[src/rtl/bk_sd_sequencer.sv]
// Backup-RAM save/load sequencer between core BRAM and the hps_io SD
// sector interface, with dirty-tracked autosave and media-loss abort.
module bk_sd_sequencer #(
    parameter int unsigned SECTORS      = 128,
    parameter int unsigned LBA_BASE     = 0,
    parameter int unsigned LBA_W        = 32,
    parameter int unsigned AUTOSAVE_CYC = 50000000
) (
    input  logic             clk_sys,
    input  logic             reset,
    input  logic             bk_ena,
    input  logic             load_req,
    input  logic             save_req,
    input  logic             dl_done,
    input  logic             autosave_en,
    input  logic             bram_wr,
    input  logic             sd_ack,
    output logic [LBA_W-1:0] sd_lba,
    output logic             sd_rd,
    output logic             sd_wr,
    output logic             busy,
    output logic             loading,
    output logic             dirty,
    output logic             done,
    output logic             abort
);

    localparam int unsigned IW = (SECTORS > 1) ? $clog2(SECTORS) : 1;
    localparam int unsigned TW = (AUTOSAVE_CYC > 1) ? $clog2(AUTOSAVE_CYC) : 1;
    localparam logic [IW-1:0]    IDX_LAST = IW'(SECTORS - 1);
    localparam logic [TW-1:0]    TMR_LAST = TW'(AUTOSAVE_CYC - 1);
    localparam logic [LBA_W-1:0] BASE     = LBA_W'(LBA_BASE);
    localparam bit               AUTO_ON  = (AUTOSAVE_CYC != 0);

    typedef enum logic [1:0] {
        S_IDLE,
        S_REQ,
        S_XFER
    } state_t;

    state_t           state_q, state_d;
    logic [IW-1:0]    idx_q, idx_d;
    logic [TW-1:0]    timer_q, timer_d;
    logic [LBA_W-1:0] lba_d;
    logic             op_load_q, op_load_d;
    logic             rd_d, wr_d, loading_d, dirty_d, done_d, abort_d;
    logic             load_q, save_q, ack_q;

    logic load_rise, save_rise, ack_rise, ack_fall;
    logic timer_run, auto_hit, start, is_load;

    assign load_rise = load_req & ~load_q;
    assign save_rise = save_req & ~save_q;
    assign ack_rise  = sd_ack & ~ack_q;
    assign ack_fall  = ~sd_ack & ack_q;

    assign timer_run = AUTO_ON && (state_q == S_IDLE) && dirty
                       && autosave_en && bk_ena;
    assign auto_hit  = timer_run && (timer_q == TMR_LAST);

    // Trigger priority: download end, then load, then save, then autosave.
    assign is_load = dl_done | load_rise;
    assign start   = bk_ena & (is_load | save_rise | auto_hit);

    assign busy = (state_q != S_IDLE);

    always_ff @(posedge clk_sys or posedge reset) begin
        if (reset) begin
            state_q   <= S_IDLE;
            idx_q     <= '0;
            timer_q   <= '0;
            op_load_q <= 1'b0;
            sd_lba    <= BASE;
            sd_rd     <= 1'b0;
            sd_wr     <= 1'b0;
            loading   <= 1'b0;
            dirty     <= 1'b0;
            done      <= 1'b0;
            abort     <= 1'b0;
            load_q    <= 1'b0;
            save_q    <= 1'b0;
            ack_q     <= 1'b0;
        end else begin
            state_q   <= state_d;
            idx_q     <= idx_d;
            timer_q   <= timer_d;
            op_load_q <= op_load_d;
            sd_lba    <= lba_d;
            sd_rd     <= rd_d;
            sd_wr     <= wr_d;
            loading   <= loading_d;
            dirty     <= dirty_d;
            done      <= done_d;
            abort     <= abort_d;
            load_q    <= load_req;
            save_q    <= save_req;
            ack_q     <= sd_ack;
        end
    end

    always_comb begin
        state_d   = state_q;
        idx_d     = idx_q;
        op_load_d = op_load_q;
        lba_d     = sd_lba;
        rd_d      = sd_rd;
        wr_d      = sd_wr;
        loading_d = loading;
        dirty_d   = dirty | bram_wr;
        done_d    = 1'b0;
        abort_d   = 1'b0;
        timer_d   = timer_run ? timer_q + TW'(1) : '0;

        unique case (state_q)
            S_IDLE: begin
                if (start) begin
                    state_d   = S_REQ;
                    idx_d     = '0;
                    lba_d     = BASE;
                    op_load_d = is_load;
                    loading_d = is_load;
                    rd_d      = is_load;
                    wr_d      = ~is_load;
                    timer_d   = '0;
                    if (!is_load) begin
                        dirty_d = bram_wr;
                    end
                end
            end
            S_REQ: begin
                if (!bk_ena) begin
                    state_d   = S_IDLE;
                    rd_d      = 1'b0;
                    wr_d      = 1'b0;
                    loading_d = 1'b0;
                    abort_d   = 1'b1;
                end else if (ack_rise) begin
                    state_d = S_XFER;
                    rd_d    = 1'b0;
                    wr_d    = 1'b0;
                end
            end
            S_XFER: begin
                if (!bk_ena) begin
                    state_d   = S_IDLE;
                    rd_d      = 1'b0;
                    wr_d      = 1'b0;
                    loading_d = 1'b0;
                    abort_d   = 1'b1;
                end else if (ack_fall) begin
                    if (idx_q == IDX_LAST) begin
                        state_d   = S_IDLE;
                        done_d    = 1'b1;
                        loading_d = 1'b0;
                        if (op_load_q) begin
                            dirty_d = bram_wr;
                        end
                    end else begin
                        state_d = S_REQ;
                        idx_d   = idx_q + IW'(1);
                        lba_d   = sd_lba + LBA_W'(1);
                        rd_d    = op_load_q;
                        wr_d    = ~op_load_q;
                    end
                end
            end
            default: begin
                state_d = S_IDLE;
            end
        endcase
    end

endmodule

[config.mk]
export PLATFORM = sky130hd
export DESIGN_NAME = bk_sd_sequencer
export DESIGN_NICKNAME = d
export VERILOG_FILES = /design/src/rtl/bk_sd_sequencer.sv
export SDC_FILE = /design/constraint.sdc
export NUM_CORES = 1
export LEC_CHECK = 0
export ABC_AREA = 1
export BUFFER_PORTS_ARGS = -buffer_cell sky130_fd_sc_hd__buf_2
export CORE_MARGIN = 2
export CORE_UTILIZATION = 25
export CTS_CLUSTER_DIAMETER = 40
export DETAILED_ROUTE_END_ITERATION = 6
export GPL_ROUTABILITY_DRIVEN = 0
export GPL_TIMING_DRIVEN = 0
export PLACE_DENSITY = 0.51
export SLEW_MARGIN = 40
export SYNTH_ARGS = -nofsm -noshare
export SYNTH_HDL_FRONTEND = slang
export SYNTH_SLANG_ARGS = --single-unit
[constraint.sdc]
create_clock -name clk_sys -period 4.9 [get_ports clk_sys]
set_input_delay 0.245 -clock clk_sys [delete_from_list [all_inputs] [get_ports clk_sys]]
set_output_delay 0.245 -clock clk_sys [all_outputs]
set_load 0.01 [all_outputs]
==> flow_summary.yaml <==
outcome:
  status: "finished clean"
sta:
  finalHoldWorstSlack_ps: 18.4
  period_share_pct: 49.8
  max_slew_margin_pct: 61.9
  fin_tns_setup_ps: 0
  clock.fmax_mhz: 410
  final-max-slew-violation-count: 0
  finalHoldViolCount: 0
  rsz0062_at_grt: "no"
  final-setup-viol-count: 0
  period_needed_ps: 2440
  worstMarginPinSlew_ps: 572
  clock_skew_ps: 6.42
die:
  chipWidth_um: 144
  placement_rows: 51
  vert_die_dim_um: 144
  die_area_um2: 20700
  initial_utilization_pct: 25.3
  top_level_ports: 48
  floorplan.core_area_um2: 19300
synth:
  syn_area_per_cell_um2: 6.54
  synth.distinct_cells: 30
  synth_edf_count: 0
  post_synth_most_frequent_cells: "sky130_fd_sc_hd__nand2_1, sky130_fd_sc_hd__nor2_1, sky130_fd_sc_hd__nand3_1"
  yosys_warnings: 0
  ys_dominant_reg_cell: "sky130_fd_sc_hd__dfrtp_1"
  synth_top_cell_by_area: "sky130_fd_sc_hd__dfrtp_1"
  synthDominantCellAreaShare_pct: 39.4
  mappedNetlistArea_um2: 4890
  postSynthCellCount: 747
  top_cells_by_area_synth: "sky130_fd_sc_hd__dfrtp_1, sky130_fd_sc_hd__nand2_1, sky130_fd_sc_hd__nor2_1"
  syn-num-nets: 763
  synth_most_common_cell: "sky130_fd_sc_hd__nand2_1"
  total_of_flip_flops_plus_latches_after_synthesis: 77
  synth-seq-area-share_pct: 39.4
  postSynth.asyncResetShare_pct: 100
placement:
  post-dp-hpwl_um: 10700
  port_buffers: 47
worst_setup_path:
  cp_slowest_stage_delay_ps: 430
  critPathArrivalTime_ps: 2680
  cp_common_cell: "sky130_fd_sc_hd__nand2_1"
  crit_path_cell_trace: "inv_1 > ha_1 > nand2_2 > nor2_4 > nand2_1 > nor2_1 > nand2_1 > nand2_1 > nand2_1 > nand2_2 > nand2_2 > clkbuf_1 > nand2_1 > nand2_1"
  crit_path_end_kind: "flip-flop"
  cp_slowest_cell: "sky130_fd_sc_hd__dfrtp_1"
  critPathRequiredTime_ps: 5140
  path_class: "reg -> reg"
  path_max_fanout: 10
  critPathLaunchType: "flip-flop"
layout:
  syn_to_final_growth_pct: 18.5
  diodes: 0
  finalCoreUtilization_pct: 30.0
  final_layout_size_suffix_gt1_share_pct: 9.96
  num-nets-final: 824
global_route:
  global_route_wire_length_before_repair_um: 23200
  grt_max_degree: 57
  grt_antenna_before_repair: 0
  grt_pass1_vias: 4435
  grt_remaining_overflow: 0
  grt_use_total_pct: 14.4
detailed_routing:
  drtPass1Iterations: 5
  antenna_left: 0
  via_count: 4728
  drt_wl_total_um: 14000
  detail_route.iter0.violations: 247
  drc_violations_left: 0
  avg_wl_per_cell_um: 13.0
  routed_via_density: 4.39
pwr:
  power_per_cell_area_nw_per_um2: 334
  fin_total_pwr_w: 0.00194
  ir_drop_mv: 0.165
  power_leakage_nw: 2.65
job:
  max_cap_viol_count: 0
clock_tree:
  cts_num_sinks: 77
  clock_tree.htree_level_count: 3
  cts_made_buffers: 9
  clk_latency_ps: 350
  clk_path_buf_depth: 2
  clkSlewWorstSetupHoldPaths_ps: 60
  tritoncts: "yes"
  clock-root-buffer: "sky130_fd_sc_hd__clkbuf_16"
worst_hold_path:
  holdCritPathClass: "in -> reg"
-- state kept, by name (all words and copies together) (netlist names) --
name and flops:
abort 1, ack_q 1, dirty 1, done 1, idx_q 7, load_q 1, loading 1, op_load_q 1
save_q 1, sd_lba 32, sd_rd 1, sd_wr 1, state_q 2, timer_q 26
-- cell families (layout without fill, tap and decap cells) --
family | Yosys count | after routing | synth area share, %
AND/OR/NAND/NOR | 538 | 538 | 45.6
buffers and inverters | 85 | 151 | 7.53
flip-flops | 77 | 77 | 39.4
AO/OA/AOI/OAI | 26 | 26 | 3.10
XOR/XNOR | 14 | 14 | 2.51
adder cells (fa/ha/maj) | 7 | 7 | 1.79
-- layout make-up --
class / instances / area, um2
Clock inverter: 6 / 46.3
Multi-Input combinational cell: 585 / 2590
Sequential cell: 77 / 1930
Timing Repair Buffer: 50 / 283
Buffer: 19 / 120
Clock buffer: 10 / 239
Inverter: 66 / 253
Fill cell: 2192 / 13500
Tap cell: 265 / 332
-- placed cells by master (no fill, tap or decap), types with 2 or more instances in the layout --
| cell | n |
|---|---|
| sky130_fd_sc_hd__or2_2 | 2 |
| sky130_fd_sc_hd__buf_2 | 50 |
| sky130_fd_sc_hd__xnor2_1 | 7 |
| sky130_fd_sc_hd__dlygate4sd3_1 | 2 |
| sky130_fd_sc_hd__buf_6 | 6 |
| sky130_fd_sc_hd__nor3b_1 | 9 |
| sky130_fd_sc_hd__a31oi_1 | 2 |
| sky130_fd_sc_hd__clkbuf_16 | 9 |
| sky130_fd_sc_hd__nand2_2 | 3 |
| sky130_fd_sc_hd__nor2_1 | 158 |
| sky130_fd_sc_hd__xor2_1 | 7 |
| sky130_fd_sc_hd__o21bai_1 | 2 |
| sky130_fd_sc_hd__inv_6 | 3 |
| sky130_fd_sc_hd__nand4_1 | 5 |
| sky130_fd_sc_hd__o21ai_0 | 5 |
| sky130_fd_sc_hd__dfrtp_1 | 77 |
| sky130_fd_sc_hd__ha_1 | 7 |
| sky130_fd_sc_hd__nand3_1 | 78 |
| sky130_fd_sc_hd__a21oi_1 | 11 |
| sky130_fd_sc_hd__nor3_1 | 14 |
| sky130_fd_sc_hd__clkbuf_1 | 10 |
| sky130_fd_sc_hd__nand3b_1 | 6 |
| sky130_fd_sc_hd__nand2_1 | 260 |
| sky130_fd_sc_hd__inv_1 | 65 |
| sky130_fd_sc_hd__clkinvlp_4 | 2 |
-- worst max-delay path: cells and delay by family, from the launching register on --
| kind | cells | cell delay, ps |
|---|---|---|
| buffers and inverters | 2 | 390 |
| DFF | 1 | 430 |
| adders and majority gates | 1 | 350 |
| and+or+nand+nor | 11 | 1140 |
-- per-stage QoR --
step | worst slack, ps | instances | instance area [um2]
floorplan | 2690 | 747 | 4890
global placement | 1450 | 1059 | 5450
detailed placement | 2480 | 1060 | 5490
CTS | 2450 | 1078 | 5790
global route | 2100 | 1078 | 5790
finish | 2460 | 1078 | 5790
-- metal layers --
layer | GRT usage, % | up-vias | part of all wire (%)
li1 | - | 2464 | -
met1 | 18.9 | 2144 | 48
met2 | 23.6 | 111 | 46
met3 | 3.47 | 9 | 5.5
met4 | 4.02 | 0 | 1.2
met5 | 0 | - | 0
-- path summary, 6_finish.rpt --
| path | start | to | slack, ps | cells past startpoint |
|---|---|---|---|---|
| max in group asynchronous | reset | timer_q[24] | 3970 | 4 |
| worst min-delay path | save_req | save_q | 20 | 1 |
| worst max register to register | state_q[0] | sd_lba[15] | 2460 | 14 |
| worst min register to register | timer_q[0] | timer_q[0] | 460 | 1 |
| worst max-delay path | state_q[0] | sd_lba[15] | 2460 | 14 |
| min in group asynchronous | reset | sd_lba[14] | 390 | 3 |
-- power breakdown --
group | switching (W) | leakage [nW] | internal [W]
registers | 0.0000345 | 1.06 | 0.000676
clock network | 0.000290 | 0.135 | 0.000360
logic | 0.000404 | 1.46 | 0.000172
-- repair_timing --
action	CTS	global route
resized for setup	0	0
endpoints found under the hold margin	22	0
setup buffers	0	0
hold buffers	2	0
No activity file was read; power rests on OpenSTA's default activity.
